`src/rtl/move_tx.sv`:
```
// -----------------------------------------------------------------------------
// move_tx: serial transmitter for the local player's move.
//
// On an accepted tx_ready strobe the block latches the move code and the local
// colour, builds a 3-byte packet and shifts it out as UART 8N1, LSB first,
// with no gap between bytes:
//   byte0 = 8'hB0 | my_color   (sync / colour header)
//   byte1 = move                (8'hFF = pass, sent like any other code)
//   byte2 = byte0 ^ byte1       (check byte)
//
// Ports:
//   clk_in     in   system clock
//   rst_in_n   in   asynchronous active-low reset
//   tx_ready   in   one-cycle strobe requesting transmission of move
//   move       in   8-bit move code, sampled only on an accepted strobe
//   my_color   in   local colour (0 black, 1 white), sampled with move
//   tx_out     out  UART line, idle high
//   busy       out  packet in flight
//   done       out  one-cycle pulse when a packet completes
//   dropped    out  one-cycle pulse when a strobe is rejected
//   state_dbg  out  current FSM state (debug visibility only)
//
// Strobe semantics: tx_ready is a request with no back-pressure. A strobe
// seen in IDLE, or in the very last cycle of the final stop bit, is accepted
// and its move/colour are latched at that edge. A strobe seen at any other
// time is discarded and answered with a one-cycle dropped pulse; the packet
// in flight is never disturbed.
//
// All outputs are registered.
// -----------------------------------------------------------------------------
module move_tx #(
    parameter int CLKS_PER_BIT = 868
) (
    input  logic       clk_in,
    input  logic       rst_in_n,
    input  logic       tx_ready,
    input  logic [7:0] move,
    input  logic       my_color,
    output logic       tx_out,
    output logic       busy,
    output logic       done,
    output logic       dropped,
    output logic [1:0] state_dbg
);

    localparam int BW = (CLKS_PER_BIT > 1) ? $clog2(CLKS_PER_BIT) : 1;
    localparam logic [BW-1:0] BAUD_LAST = BW'(CLKS_PER_BIT - 1);

    typedef enum logic [1:0] {
        S_IDLE  = 2'd0,
        S_START = 2'd1,
        S_DATA  = 2'd2,
        S_STOP  = 2'd3
    } state_t;

    state_t          state_q, state_d;
    logic [BW-1:0]   baud_q, baud_d;
    logic [2:0]      bit_q, bit_d;
    logic [1:0]      byte_q, byte_d;
    logic [7:0]      byte0_q, byte0_d;
    logic [7:0]      byte1_q, byte1_d;
    logic [7:0]      byte2_q, byte2_d;
    logic            tx_q, tx_d;
    logic            busy_q, busy_d;
    logic            done_q, done_d;
    logic            dropped_q, dropped_d;

    logic            bit_end;
    logic            accept;
    logic [7:0]      cur_byte;
    logic [2:0]      bit_nx;

    always_comb begin
        state_d   = state_q;
        baud_d    = baud_q;
        bit_d     = bit_q;
        byte_d    = byte_q;
        byte0_d   = byte0_q;
        byte1_d   = byte1_q;
        byte2_d   = byte2_q;
        tx_d      = tx_q;
        busy_d    = busy_q;
        done_d    = 1'b0;
        dropped_d = 1'b0;
        accept    = 1'b0;

        bit_end = (baud_q == BAUD_LAST);
        bit_nx  = bit_q + 3'd1;

        case (byte_q)
            2'd0:    cur_byte = byte0_q;
            2'd1:    cur_byte = byte1_q;
            default: cur_byte = byte2_q;
        endcase

        case (state_q)
            S_IDLE: begin
                tx_d   = 1'b1;
                busy_d = 1'b0;
                baud_d = '0;
                accept = tx_ready;
            end

            S_START: begin
                if (bit_end) begin
                    baud_d  = '0;
                    bit_d   = 3'd0;
                    state_d = S_DATA;
                    tx_d    = cur_byte[0];
                end else begin
                    baud_d = baud_q + 1'b1;
                end
            end

            S_DATA: begin
                if (bit_end) begin
                    baud_d = '0;
                    if (bit_q == 3'd7) begin
                        state_d = S_STOP;
                        tx_d    = 1'b1;
                    end else begin
                        bit_d = bit_nx;
                        tx_d  = cur_byte[bit_nx];
                    end
                end else begin
                    baud_d = baud_q + 1'b1;
                end
            end

            S_STOP: begin
                if (bit_end) begin
                    baud_d = '0;
                    if (byte_q != 2'd2) begin
                        byte_d  = byte_q + 2'd1;
                        state_d = S_START;
                        tx_d    = 1'b0;
                    end else begin
                        // Packet complete. A strobe on this same edge is taken
                        // directly so the next start bit follows the last stop
                        // bit with no idle gap.
                        done_d = 1'b1;
                        accept = tx_ready;
                        if (!tx_ready) begin
                            state_d = S_IDLE;
                            busy_d  = 1'b0;
                            tx_d    = 1'b1;
                        end
                    end
                end else begin
                    baud_d = baud_q + 1'b1;
                end
            end
        endcase

        dropped_d = tx_ready && !accept && (state_q != S_IDLE);

        if (accept) begin
            state_d = S_START;
            baud_d  = '0;
            bit_d   = 3'd0;
            byte_d  = 2'd0;
            tx_d    = 1'b0;
            busy_d  = 1'b1;
            byte0_d = {7'b1011000, my_color};
            byte1_d = move;
            byte2_d = {7'b1011000, my_color} ^ move;
        end
    end

    always_ff @(posedge clk_in or negedge rst_in_n) begin
        if (!rst_in_n) begin
            state_q   <= S_IDLE;
            baud_q    <= '0;
            bit_q     <= 3'd0;
            byte_q    <= 2'd0;
            byte0_q   <= 8'd0;
            byte1_q   <= 8'd0;
            byte2_q   <= 8'd0;
            tx_q      <= 1'b1;
            busy_q    <= 1'b0;
            done_q    <= 1'b0;
            dropped_q <= 1'b0;
        end else begin
            state_q   <= state_d;
            baud_q    <= baud_d;
            bit_q     <= bit_d;
            byte_q    <= byte_d;
            byte0_q   <= byte0_d;
            byte1_q   <= byte1_d;
            byte2_q   <= byte2_d;
            tx_q      <= tx_d;
            busy_q    <= busy_d;
            done_q    <= done_d;
            dropped_q <= dropped_d;
        end
    end

    assign tx_out    = tx_q;
    assign busy      = busy_q;
    assign done      = done_q;
    assign dropped   = dropped_q;
    assign state_dbg = state_q;

endmodule
```
`config.mk`:
```
export PLATFORM = sky130hd
export DESIGN_NAME = move_tx
export DESIGN_NICKNAME = d
export VERILOG_FILES = /design/src/rtl/move_tx.sv
export SDC_FILE = /design/constraint.sdc
export NUM_CORES = 1
export LEC_CHECK = 0
export ABC_AREA = 1
export BUFFER_PORTS_ARGS = -buffer_cell sky130_fd_sc_hd__clkbuf_2
export CORE_ASPECT_RATIO = 0.5
export CORE_MARGIN = 3
export CORE_UTILIZATION = 53
export DETAILED_ROUTE_END_ITERATION = 6
export GPL_TIMING_DRIVEN = 0
export PLACE_DENSITY_LB_ADDON = 0.1
export SETUP_SLACK_MARGIN = 0.5
export SLEW_MARGIN = 20
export SYNTH_ARGS = -nofsm -noshare
export SYNTH_HDL_FRONTEND = slang
export SYNTH_SLANG_ARGS = --single-unit
```
`constraint.sdc`:
```
create_clock -name clk_in -period 1.9 [get_ports clk_in]
set_input_delay 0.19 -clock clk_in [delete_from_list [all_inputs] [get_ports clk_in]]
set_output_delay 0.19 -clock clk_in [all_outputs]
set_load 0.03 [all_outputs]
```
==> results.ini <==
[outcome]
status = completed

[grt]
grt-ovfl-total = 0
antenna_found_initial = 0
grt_usage = 0.215
grt_pass1_wl_mm = 7.58
first_global_vias = 1692
grt_max_degree = 36

[synthesis]
synth_largest_area_cell = dfrtp_1
synth_edf_count = 0
seq_area_frac_synth = 0.455
synthCells = 231
synth-main-ff-cell = dfrtp_1
netlist.area_leader.share = 0.442
syn_area_um2 = 1930
synth_area_leaders = dfrtp_1, nand2_1, ha_1
synth_seq_cells = 35
synth_common_cells = nand2_1, dfrtp_1, nor2_1
async_flop_share = 1.00
synth_cell_type_count = 31
synth.most_common_cell = nand2_1
syn-num-nets = 255
synth_warnings = 0
avgSynthCellArea_um2 = 8.34

[clocking]
clk_pin_slew_ns = 0.07
clock_path_buffers = 2
cts.sinks = 35
cts_tree = yes
clkLatencyLatePin_ns = 0.29
cts-root-buf = clkbuf_8
htreeDepth = 2
holdBufCountCts = 0
cts_made_buffers = 5

[layout]
design_area_um2 = 2740
area_growth_pct = 42.0
num_antenna_cells = 0
drive_gt1_frac = 0.468
fin_cells = 330
nNetsFinal = 305

[worst_setup_path]
start_kind = flop
required_ns = 2.14
path_cells = inv_2 -> ha_4 -> inv_2 -> nand2_4 -> nand2_2 -> a21oi_2 -> nand2_1 -> nand2_1 -> nand2_1 -> nand3_2 -> nand2_2 -> nand2_1 -> nand2_1 -> nand2_1
crit_path_end_kind = flop
path_class = flop to flop
cpMostUsedCell = nand2_1
crit_path_max_fanout = 5
slowest_stage = dfrtp_1
worstPathArrival_ns = 1.93
slowest_delay_ns = 0.42

[die]
fp.dieH_um = 48.6
die_area_um2 = 4440
rows = 14
fp.dieW_um = 91.2
core_area_um2 = 3220
ioPinCount = 18
start_util = 0.597

[place]
dp_hpwl_mm = 2.65
gp_congestion = 0.827
place_area_um2 = 2120
placed_cells = 296
pre_cts_ws_ns = 0.147
portBuffers = 17

[power]
powerDensity_nw_per_um2 = 508
peakVddDrop_uv = 483
leakagePower_uw = 0.00137

[routing]
highest_layer = met4
wl_met3_um = 331
vias_per_cell = 5.47
vias = 1806
route.detailed.drc = 0
dr.pass1.iters = 4
wl_met1_mm = 2.12
drtAntennaViolNets = 0
wl_mm = 5.35
wl_per_cell_um = 16.2
drt_iter0_markers = 68
wl_met2_mm = 2.76

[sta]
fin_crit_sh = 0.890
setup_slack_ns = 0.210
setup_viol = 0
slew_headroom = 0.404
tightest_slew_ns = 0.895
holdWs_ns = 0.00815
rsz0062_at_grt = true
period_needed_ns = 1.69
finalHoldViolCount = 0
final-max-slew-violation-count = 0
tns_ns = 0
clock_skew_ns = 0.00730
fmax_mhz = 592

[hold_path]
hold_class = input pin to asynchronous set/reset pin

[run]
maxCapViolations = 0

## worst paths after layout
check	slack, ns	startpoint	cells past startpoint	end
min in group clk_in	0.08	move[0]	2	byte2_q[0]$_DFFE_PN0P_
setup reg to reg	0.21	byte_q[1]$_DFFE_PN0P_	14	tx_out$_DFFE_PN1P_
hold reg to reg	0.48	byte1_q[4]$_DFFE_PN0P_	2	byte1_q[4]$_DFFE_PN0P_
max in group asynchronous	1.26	rst_in_n	1	bit_q[0]$_DFFE_PN0P_
hold / removal	0.008	rst_in_n	1	baud_q[2]$_DFF_PN0_
setup / recovery	0.21	byte_q[1]$_DFFE_PN0P_	14	tx_out$_DFFE_PN1P_
## logic make-up (layout without fill, tap and decap cells)
group | after synthesis | in the layout | share of synthesized area
and+or+nand+nor | 126 | 126 | 0.287
DFF | 35 | 35 | 0.455
buffers and inverters | 26 | 77 | 0.0643
AOI/OAI and AO/OA | 24 | 24 | 0.0773
adders and majority gates | 12 | 12 | 0.0780
xor gates and xnor gates | 7 | 7 | 0.0318
muxes | 1 | 1 | 0.00585
## critical path, delay by kind of cell, from the launching register on
family / cells / cell delay [ns]
AND/OR/NAND/NOR: 10 / 0.69
flip-flops: 1 / 0.42
buffers and inverters: 2 / 0.19
adder cells (fa/ha/maj): 1 / 0.19
AO/OA/AOI/OAI: 1 / 0.15
## per-stage QoR
| step | util | power (µW) |
|---|---|---|
| floorplan | - | 765 |
| global placement | 0.656 | 793 |
| detailed placement | 0.656 | 794 |
| CTS | 0.790 | 1390 |
| global route | 0.849 | 1440 |
| finish | 0.849 | 1390 |
## layout make-up
class                           instances  area [µm²]
Buffer                                  4        52.6
Fill cell                             171         488
Sequential cell                        35         881
Timing Repair Buffer                   43         338
Multi-Input combinational cell        170        1210
Inverter                               22        90.1
Clock buffer                            8         100
Tap cell                               48        60.1
## state kept, by name, summed over array words and instances (netlist names)
signal	cells
baud_q	10
dropped	1
byte2_q	4
bit_q	3
tx_out	1
byte_q	2
busy	1
state_dbg	2
byte1_q	8
byte0_q	2
done	1
## routing by layer
| metal | vias to the layer above | track usage |
|---|---|---|
| met1 | 878 | 0.259 |
| met2 | 71 | 0.389 |
| li1 | 840 | - |
| met5 | - | 0 |
| met3 | 17 | 0.0573 |
| met4 | 0 | 0.0475 |
## power by group
part | switching (µW) | total, µW | internal, µW
Sequential | 0.276 | 746 | 746
Clock | 275 | 606 | 331
Combinational | 27.3 | 37.5 | 10.1
Total | 302 | 1390 | 1090
## what timing repair did
action	4_1_cts	5_1_grt
setup buffers	18	5
gates cloned	2	1
resized for setup	52	39
pin swaps	23	25
setup endpoints to repair	34	34
## placed cells by master, fill, tap and decap left out, types with 2 or more instances in the layout
cell,netlist,final
ha_4,0,5
nor2_1,22,13
o21ai_2,0,3
o21ai_0,12,3
nand2_1,76,55
dfrtp_2,0,3
buf_6,3,4
nand3_1,12,6
inv_1,20,11
nand2_4,0,9
dfrtp_1,34,31
ha_1,12,3
clkbuf_8,0,7
ha_2,0,4
buf_8,0,2
o21ai_1,3,9
nor2_2,2,7
inv_2,2,8
xor2_1,6,6
a21oi_1,3,2
clkbuf_2,0,17
inv_4,0,3
nand2_2,2,14
nor3_1,2,2
nor2_4,0,4
nand3_2,1,7
or2_4,0,2
buf_4,1,21
nand4_1,2,2
Power figures use the tool's default switching activity.
